===== src/rtl/branch_predictor_pkg.sv =====
// -----------------------------------------------------------------------------
// branch_predictor_pkg
// Shared definitions for the branch predictor slice:
//   - 2-bit saturating counter encodings and the allocation value
//   - index / tag width derivation from XLEN and ENTRIES
//   - per-entry metadata layout (valid + counter); tag and target are held in
//     parallel arrays because their widths depend on module parameters.
// Full entry layout, MSB to LSB: {valid, tag[TAGW-1:0], target[XLEN-1:0], ctr[1:0]}
// -----------------------------------------------------------------------------
package branch_predictor_pkg;

   typedef enum logic [1:0] {
      SNT = 2'b00,   // strongly not taken
      WNT = 2'b01,   // weakly not taken (reset value)
      WT  = 2'b10,   // weakly taken
      ST  = 2'b11    // strongly taken
   } ctr_t;

   // A freshly allocated entry starts weakly taken.
   localparam ctr_t CTR_ALLOC = WT;
   localparam ctr_t CTR_RESET = WNT;

   // Entry metadata: valid bit and prediction counter.
   typedef struct packed {
      logic valid;
      ctr_t ctr;
   } bp_meta_t;

   // Index bits are pc[IDXW+1:2]; word-aligned PCs drop bits [1:0].
   function automatic int bp_idx_width(input int entries);
      return $clog2(entries);
   endfunction

   // Tag is everything above the index: pc[XLEN-1:IDXW+2].
   function automatic int bp_tag_width(input int xlen, input int entries);
      return xlen - $clog2(entries) - 2;
   endfunction

endpackage


===== src/rtl/branch_predictor_sat_counter.sv =====
// -----------------------------------------------------------------------------
// bp_sat_counter
// Next-state logic for a 2-bit saturating prediction counter.
// Ports:
//   cur   - current counter state
//   taken - resolved branch outcome
//   nxt   - next counter state (saturates at SNT and ST)
// -----------------------------------------------------------------------------
module bp_sat_counter
   import branch_predictor_pkg::*;
(
   input  logic [1:0] cur,
   input  logic       taken,
   output logic [1:0] nxt
);

   always_comb begin
      nxt = cur;
      if (taken) begin
         if (cur != ST) nxt = cur + 2'd1;
      end else begin
         if (cur != SNT) nxt = cur - 2'd1;
      end
   end

endmodule


===== src/rtl/branch_predictor.sv =====
// -----------------------------------------------------------------------------
// branch_predictor
// Direct-mapped BTB with a 2-bit saturating counter per entry.
// Optional statistics counters are built when BRANCH_PREDICTOR_STATS_EN is
// defined.
// Ports:
//   clk, rst_n        - clock, asynchronous active-low reset
//   f_valid, f_pc     - fetch lookup request
//   p_taken, p_target - combinational prediction for f_pc
//   r_valid, r_pc, r_taken, r_target
//                     - branch resolved in execute this cycle
//   r_pred_taken, r_pred_target
//                     - prediction that travelled with the resolved branch
//   mispredict, redirect_pc
//                     - flush request and the correct next PC
//   stat_branches, stat_mispredicts (BRANCH_PREDICTOR_STATS_EN only)
//                     - wrapping counts of resolves and mispredicts
// Handshake: f_valid and r_valid are qualifiers only; there is no ready, every
// request is accepted in the cycle it is presented. Lookup reads the table as
// it stands before any update on the same edge.
// -----------------------------------------------------------------------------
module branch_predictor
   import branch_predictor_pkg::*;
#(
   parameter int XLEN    = 32,
   parameter int ENTRIES = 16
)
(
   input  logic            clk,
   input  logic            rst_n,
   input  logic            f_valid,
   input  logic [XLEN-1:0] f_pc,
   output logic            p_taken,
   output logic [XLEN-1:0] p_target,
   input  logic            r_valid,
   input  logic [XLEN-1:0] r_pc,
   input  logic            r_taken,
   input  logic [XLEN-1:0] r_target,
   input  logic            r_pred_taken,
   input  logic [XLEN-1:0] r_pred_target,
   output logic            mispredict,
   output logic [XLEN-1:0] redirect_pc
`ifdef BRANCH_PREDICTOR_STATS_EN
   ,
   output logic [31:0]     stat_branches,
   output logic [31:0]     stat_mispredicts
`endif
);

   localparam int IDXW = bp_idx_width(ENTRIES);
   localparam int TAGW = bp_tag_width(XLEN, ENTRIES);

   bp_meta_t        meta_q [ENTRIES];
   logic [TAGW-1:0] tag_q  [ENTRIES];
   logic [XLEN-1:0] tgt_q  [ENTRIES];

   logic [IDXW-1:0] f_idx;
   logic [TAGW-1:0] f_tag;
   logic [IDXW-1:0] r_idx;
   logic [TAGW-1:0] r_tag;
   logic            f_hit;
   logic            r_hit;
   logic [1:0]      ctr_nxt;

   assign f_idx = f_pc[IDXW+1:2];
   assign f_tag = f_pc[XLEN-1:IDXW+2];
   assign r_idx = r_pc[IDXW+1:2];
   assign r_tag = r_pc[XLEN-1:IDXW+2];

   // ---------------- lookup ----------------
   assign f_hit    = meta_q[f_idx].valid && (tag_q[f_idx] == f_tag);
   // rst_n gating keeps the outputs quiet for the whole reset window, not just
   // once the cleared table propagates.
   assign p_taken  = rst_n && f_valid && f_hit && meta_q[f_idx].ctr[1];
   assign p_target = p_taken ? tgt_q[f_idx] : f_pc + XLEN'(4);

   // ---------------- resolve ----------------
   assign r_hit       = meta_q[r_idx].valid && (tag_q[r_idx] == r_tag);
   assign mispredict  = rst_n && r_valid &&
                        ((r_taken != r_pred_taken) ||
                         (r_taken && (r_target != r_pred_target)));
   assign redirect_pc = r_taken ? r_target : r_pc + XLEN'(4);

   bp_sat_counter u_sat_counter (
      .cur   (meta_q[r_idx].ctr),
      .taken (r_taken),
      .nxt   (ctr_nxt)
   );

   // ---------------- table update ----------------
   always_ff @(posedge clk or negedge rst_n) begin
      if (!rst_n) begin
         for (int i = 0; i < ENTRIES; i++) begin
            meta_q[i] <= '{valid: 1'b0, ctr: CTR_RESET};
            tag_q[i]  <= '0;
            tgt_q[i]  <= '0;
         end
      end else if (r_valid) begin
         if (r_hit) begin
            meta_q[r_idx].ctr <= ctr_t'(ctr_nxt);
            if (r_taken) tgt_q[r_idx] <= r_target;
         end else if (r_taken) begin
            // Miss on a taken branch evicts whatever occupies the slot.
            meta_q[r_idx] <= '{valid: 1'b1, ctr: CTR_ALLOC};
            tag_q[r_idx]  <= r_tag;
            tgt_q[r_idx]  <= r_target;
         end
      end
   end

`ifdef BRANCH_PREDICTOR_STATS_EN
   // ---------------- statistics ----------------
   always_ff @(posedge clk or negedge rst_n) begin
      if (!rst_n) begin
         stat_branches    <= '0;
         stat_mispredicts <= '0;
      end else begin
         if (r_valid)    stat_branches    <= stat_branches + 32'd1;
         if (mispredict) stat_mispredicts <= stat_mispredicts + 32'd1;
      end
   end
`else
   // Statistics counters are not built in this configuration.
`endif

endmodule


===== config.mk =====
export PLATFORM = sky130hd
export DESIGN_NAME = branch_predictor
export DESIGN_NICKNAME = d
export VERILOG_FILES = /design/src/rtl/branch_predictor_pkg.sv /design/src/rtl/branch_predictor_sat_counter.sv /design/src/rtl/branch_predictor.sv
export SDC_FILE = /design/constraint.sdc
export NUM_CORES = 2
export LEC_CHECK = 0
export CAP_MARGIN = 20
export CORE_MARGIN = 1
export CORE_UTILIZATION = 30
export CTS_BUF_LIST = sky130_fd_sc_hd__clkbuf_2 sky130_fd_sc_hd__clkbuf_4 sky130_fd_sc_hd__clkbuf_8
export CTS_CLUSTER_SIZE = 14
export DETAILED_ROUTE_END_ITERATION = 7
export GPL_TIMING_DRIVEN = 0
export HOLD_SLACK_MARGIN = 0.06
export RECOVER_POWER = 25
export SYNTH_ARGS = -nofsm -noshare
export SYNTH_HDL_FRONTEND = slang
export SYNTH_SLANG_ARGS = --single-unit
export TNS_END_PERCENT = 20

===== constraint.sdc =====
create_clock -name clk -period 6.6 [get_ports clk]
set_clock_uncertainty 0.1 [all_clocks]
set_input_delay 1.32 -clock clk [delete_from_list [all_inputs] [get_ports clk]]
set_output_delay 1.32 -clock clk [all_outputs]
set_load 0.01 [all_outputs]

## After elaboration in Yosys (flattened, before gate mapping)

Index checks and enable logic that the tools add are counted.

- Flip-flop bits (word level): 976
- Input bits: 134
- Output and inout bits: 66
- Logic and storage cells: 130

- Add/subtract/negate cells: 4
- $lt $le $gt $ge: 3
- Equal/unequal tests: 5
- Multiplexer cells: 33
- Bitwise gates (word level): 6
- Reduce and logical (&&, ||, !) cells: 15

Operators by type and width:

| cell | count |
|---|---|
| bitwise mux 512 bit | 1 |
| bitwise mux 416 bit | 1 |
| binary-select mux 26 bit (select 4 bit) | 2 |
| 2-to-1 mux 32 bit | 5 |
| 2-to-1 mux 26 bit | 5 |
| binary-select mux 32 bit (select 4 bit) | 1 |
| demux 32 bit (select 4 bit) | 1 |
| demux 26 bit (select 4 bit) | 1 |
| 2-to-1 mux 48 bit | 2 |
| adder 32 x 3 -> 32 bit, second input constant | 2 |
| equality test 26 bit | 2 |
| bitwise mux 48 bit | 1 |
| != test 32 bit | 1 |
| bitwise OR 32 bit | 1 |
| binary-select mux 3 bit (select 4 bit) | 2 |
| demux 3 bit (select 4 bit) | 2 |
| bitwise AND 16 bit | 1 |
| NOT 16 bit | 1 |
| 2-to-1 mux 3 bit | 5 |
| >= comparator 5 bit, second input constant | 2 |
| NOT 4 -> 5 bit | 2 |
| logical AND 1 bit | 9 |
| 2-to-1 mux 2 bit | 4 |
| less-than comparator 5 x 1 -> 1 bit, second input constant | 1 |
| other kinds (9) | 11 |

## Depth between registers and ports, before layout

- Depth after elaboration: 9
- Gate-level depth with buffers: 16
- Gate-level depth less buffers: 9

## Hierarchy

From an unflattened synthesis, not the netlist that was laid out.

- Cells, all modules: 3528
- Area, all modules: 51991.1 um^2

Modules (own cells, without submodules):

| module | times used | cells an instance | area an instance (um^2) | seq. area each (um^2) |
|---|---|---|---|---|
| branch_predictor | 1 | 3525 | 51964.8 | 24443.4 |
| bp_sat_counter | 1 | 3 | 26.3 | 0.0 |

## Worst setup path before layout

OpenSTA, ideal clock, no wires.

- Kind: in2out
- Start point: in f_pc[2]
- End point: out p_target[10]
- Arrival time: 4774 ps
- Data required time: 5180 ps
- Path slack: 406 ps
- Stages on the path: 10
- Buffers on the path: 7
- Path through: clkbuf_1 > buf_2 > buf_2 > buf_2 > buf_2 > clkbuf_1 > buf_1 > mux4_2 > mux4_2 > mux2_1

- Longest elaborated chain between the ends: 9
- Elaborated cells on any way between the ends: 16
- Classes of those cells: add/sub: 1; eq/ne: 1; mux: 10; bitwise: 1; reduce/logical: 3

Ends and longest elaborated chain:

| what | line | RTL |
|---|---|---|
| from (decl) | branch_predictor.sv:32 | `input logic [XLEN-1:0] f_pc,` |
| NOT 4 -> 5 bit (implied by the code) | branch_predictor.sv:71, branch_predictor.sv:74, branch_predictor.sv:75 |  |
| binary-select mux 26 bit (select 4 bit) | branch_predictor.sv:71 | `assign f_hit = meta_q[f_idx].valid && (tag_q[f_idx] == f_tag);` |
| 2-to-1 mux 26 bit (implied by the code) (2 in a row) | branch_predictor.sv:71 |  |
| equality test 26 bit | branch_predictor.sv:71 |  |
| logical AND 1 bit | branch_predictor.sv:71 |  |
| logical AND 1 bit (2 in a row) | branch_predictor.sv:74 | `assign p_taken = rst_n && f_valid && f_hit && meta_q[f_idx].ctr[1];` |
| 2-to-1 mux 32 bit * | branch_predictor.sv:75 | `assign p_target = p_taken ? tgt_q[f_idx] : f_pc + XLEN'(4);` |
| to (decl) | branch_predictor.sv:34 | `output logic [XLEN-1:0] p_target,` |

Every way passes the cells marked *; elsewhere a longest branch is shown, timed or not. The select of a mux whose other input is x is not followed.

## Worst setup path after layout

- Start point: in f_pc[3]
- End point: out p_taken

- Longest elaborated chain between the ends: 8
- Elaborated cells on any way between the ends: 11
- Classes of those cells: eq/ne: 1; mux: 6; bitwise: 1; reduce/logical: 3

Ends and longest elaborated chain:

| what | line | RTL |
|---|---|---|
| NOT 4 -> 5 bit (implied by the code) * | branch_predictor.sv:71, branch_predictor.sv:74 |  |
| binary-select mux 26 bit (select 4 bit) | branch_predictor.sv:71 |  |
| 2-to-1 mux 26 bit (implied by the code) (2 in a row) | branch_predictor.sv:71 |  |
| equality test 26 bit | branch_predictor.sv:71 |  |
| logical AND 1 bit | branch_predictor.sv:71 |  |
| logical AND 1 bit | branch_predictor.sv:74 |  |
| logical AND 1 bit * | branch_predictor.sv:74 |  |
| to (decl) | branch_predictor.sv:33 | `output logic p_taken,` |

Marks and branches as above.

==> metrics.cfg <==
[outcome]
outcome=finished with violations
violations=max-capacitance violations, max-slew violations, negative setup slack

[yosys]
synth_fa_ha_area_frac=0.00161
seq_area_frac_synth=0.476
synth-xor-area-share=0.0235
synth_top_area_frac=0.467
synth_compound_area_frac=0.0220
synth_top_family_by_area=multiplexers
synth_top_area_cell=dfrtp_1
syn-num-nets=3604
postSynth.asyncResetShare=1.00
yosys.area_share.simple=0.0363
syn-cell-area_mm2=0.0514
synth_ff_type=dfrtp_1
syn_avg_cell_area_um2=14.8
syn_inst=3465
synth_edf_count=0
synth_seq_cells=976
ys_top_cells_by_area=dfrtp_1, mux2_2, mux4_2
synth_warnings=0
synthMuxAreaShare=0.404
synth_cell_types=75

[clocking]
clk_pin_slew_ps=60
clock_path_buffers=3
clk_latency_ps=910
cts_root_buffer=clkbuf_8
clock_sinks=976
cts_inserted_buffers=165
tritoncts=done
cts-htree-levels=4
hold_buffers=0

[layout]
multi_input_area_mm2=0.0254
final_util=0.357
fin_area_mm2=0.0607
final_cell_mix=dfrtp_1, mux2_2, mux4_2
final_nets=3952
syn_to_final_growth_pct=18.1
seqCellArea_mm2=0.0244
final_common_cell=dfrtp_1
n_fill_cell=16200
drive_above_1_share=0.484

[grt]
grt_pass1_wl_um=268000
grt_pass1_vias=35300
antenna_found_initial=19
grt.total_usage=0.217
grt_max_degree=118
gr-total-overflow=0

[floorplanning]
start_util=0.303
io_pins=200
rows=151
die_h_um=416
die_x_um=416
design.die.area_mm2=0.173
coreArea_mm2=0.170

[worst_setup_path]
cp-end-kind=output port
cp_data_arrival_time_ps=5270
reg2regPathDepth=10
crit_path_max_fanout=10
path_class=in2out
cp-start-kind=input port
required_ps=5180

[timing]
setup_viol=4
fmax_mhz=149
hold_slack_ps=300
hold_viol_final=0
rsz0062_at_grt=yes
fin_crit_sh=1.01
worst_pin_slew_ps=2990
slew_viol_final=349
finalCriticalPeriod_ps=6690
timing.final.ws_setup_ps=-89.4
slew_headroom=-0.991

[power]
powerDensity_mw_per_mm2=292
p_leak_nw=26.0
vdd_drop_max_uv=211

[placed_design]
gp_congestion=0.976
hpwl_um=137000
place_area_mm2=0.0562
portBuffers=153

[route]
drt_first_pass_iters=5
avgViaCountPerCell=5.49
wl_per_cell_um=30.5
antenna_left=0
drc=0
via_count=33800
drt_iter0_drc=3336
wl_um=188000

[worst_hold_path]
hold_path_class=in2async

[run]
drv_cap=3

[area by class of cell]
class | count | area share
antenna | 7 | 0.000289
clock buffer | 273 | 0.0566
clock inverter | 24 | 0.00437
buffer | 334 | 0.0360
multi-input combinational | 2116 | 0.419
sequential | 976 | 0.403
timing repair buffer | 189 | 0.0335
inverter | 31 | 0.00192
tap | 2218 | 0.0457
[worst max-delay path, stage by stage]
cell,delay (ps)
buf_6,150
buf_12,180
buf_8,170
buf_6,280
mux4_2,560
mux4_2,530
xnor2_1,430
nand4_1,250
nand3b_1,240
nor3_2,460
clkdlybuf4s50_1,680
[sequential cells by signal (all words and copies together) (netlist names)]
signal and flops:
tag_q 416, meta_q 48, tgt_q 512
[cell usage after synthesis, drive strengths merged, types with 3 or more instances]
master and number:
nand2b 20, nor4 12, nor2 56, nor2b 9, a211oi 6, dfrtp 960
a221oi 9, ha 5, a21oi 17, o22ai 12, mux4 376, xor2 65
nand4 20, a32o 7, clkbuf 192, mux2 976, nor3 21, a32oi 3
o21ai 57, inv 30, o211ai 6, mux2i 109, a22oi 17, and2 12
nand2 122, a31oi 11, dfstp 16, buf 150, nand3 45, nand3b 3
o311ai 3, xnor2 73, and3 12
[stage by stage]
stage	setup slack, ps	std cells	setup TNS, ps	total power [W]
floorplan	406	3465	0	0.0102
global placement	-41250	5836	-	0.0115
detailed placement	-3410	5860	-274540	0.0116
CTS	-95.5	6158	-95.5	0.0177
global route	-30.0	6166	-64.9	0.0184
finish	-89.4	6168	-122	0.0177
[path summary, 6_finish.rpt]
kind                       slack (ps)    endpoint  startpoint
max                               -90     p_taken     f_pc[3]
max reg2reg                      1890  tag_q[191]   tag_q[21]
min                               300   tgt_q[39]       rst_n
min reg2reg                       380  meta_q[15]  meta_q[15]
max in group asynchronous        1740  tag_q[280]       rst_n
min in group clk                  380  meta_q[15]  meta_q[15]
[per-layer routing]
layer | vias up | share of wire | GRT usage
met5 | - | 0.00055 | 0
li1 | 13700 | - | -
met2 | 1416 | 0.46 | 0.339
met4 | 18 | 0.064 | 0.124
met3 | 447 | 0.073 | 0.0500
met1 | 18200 | 0.40 | 0.276
[where the power goes]
part | internal, W | switching [W]
logic | 0.00210 | 0.00168
clock network | 0.00341 | 0.00267
registers | 0.00713 | 0.000715
[cells by family (layout without fill, tap and decap cells)]
kind of cell,after synthesis,after routing
AOI/OAI and AO/OA,168,168
DFF,976,976
xor gates and xnor gates,138,138
other,0,7
adders and majority gates,7,7
and+or+nand+nor,342,342
buffers and inverters,373,851
muxes,1461,1461
[repair_timing]
item / in CTS / in global routing
cloned: 1 / 0
resized for setup: 274 / 38
setup endpoints to repair: 58 / 38
pin swaps: 6 / 4
setup buffers: 8 / 1
(Power assumes the default switching activity.)
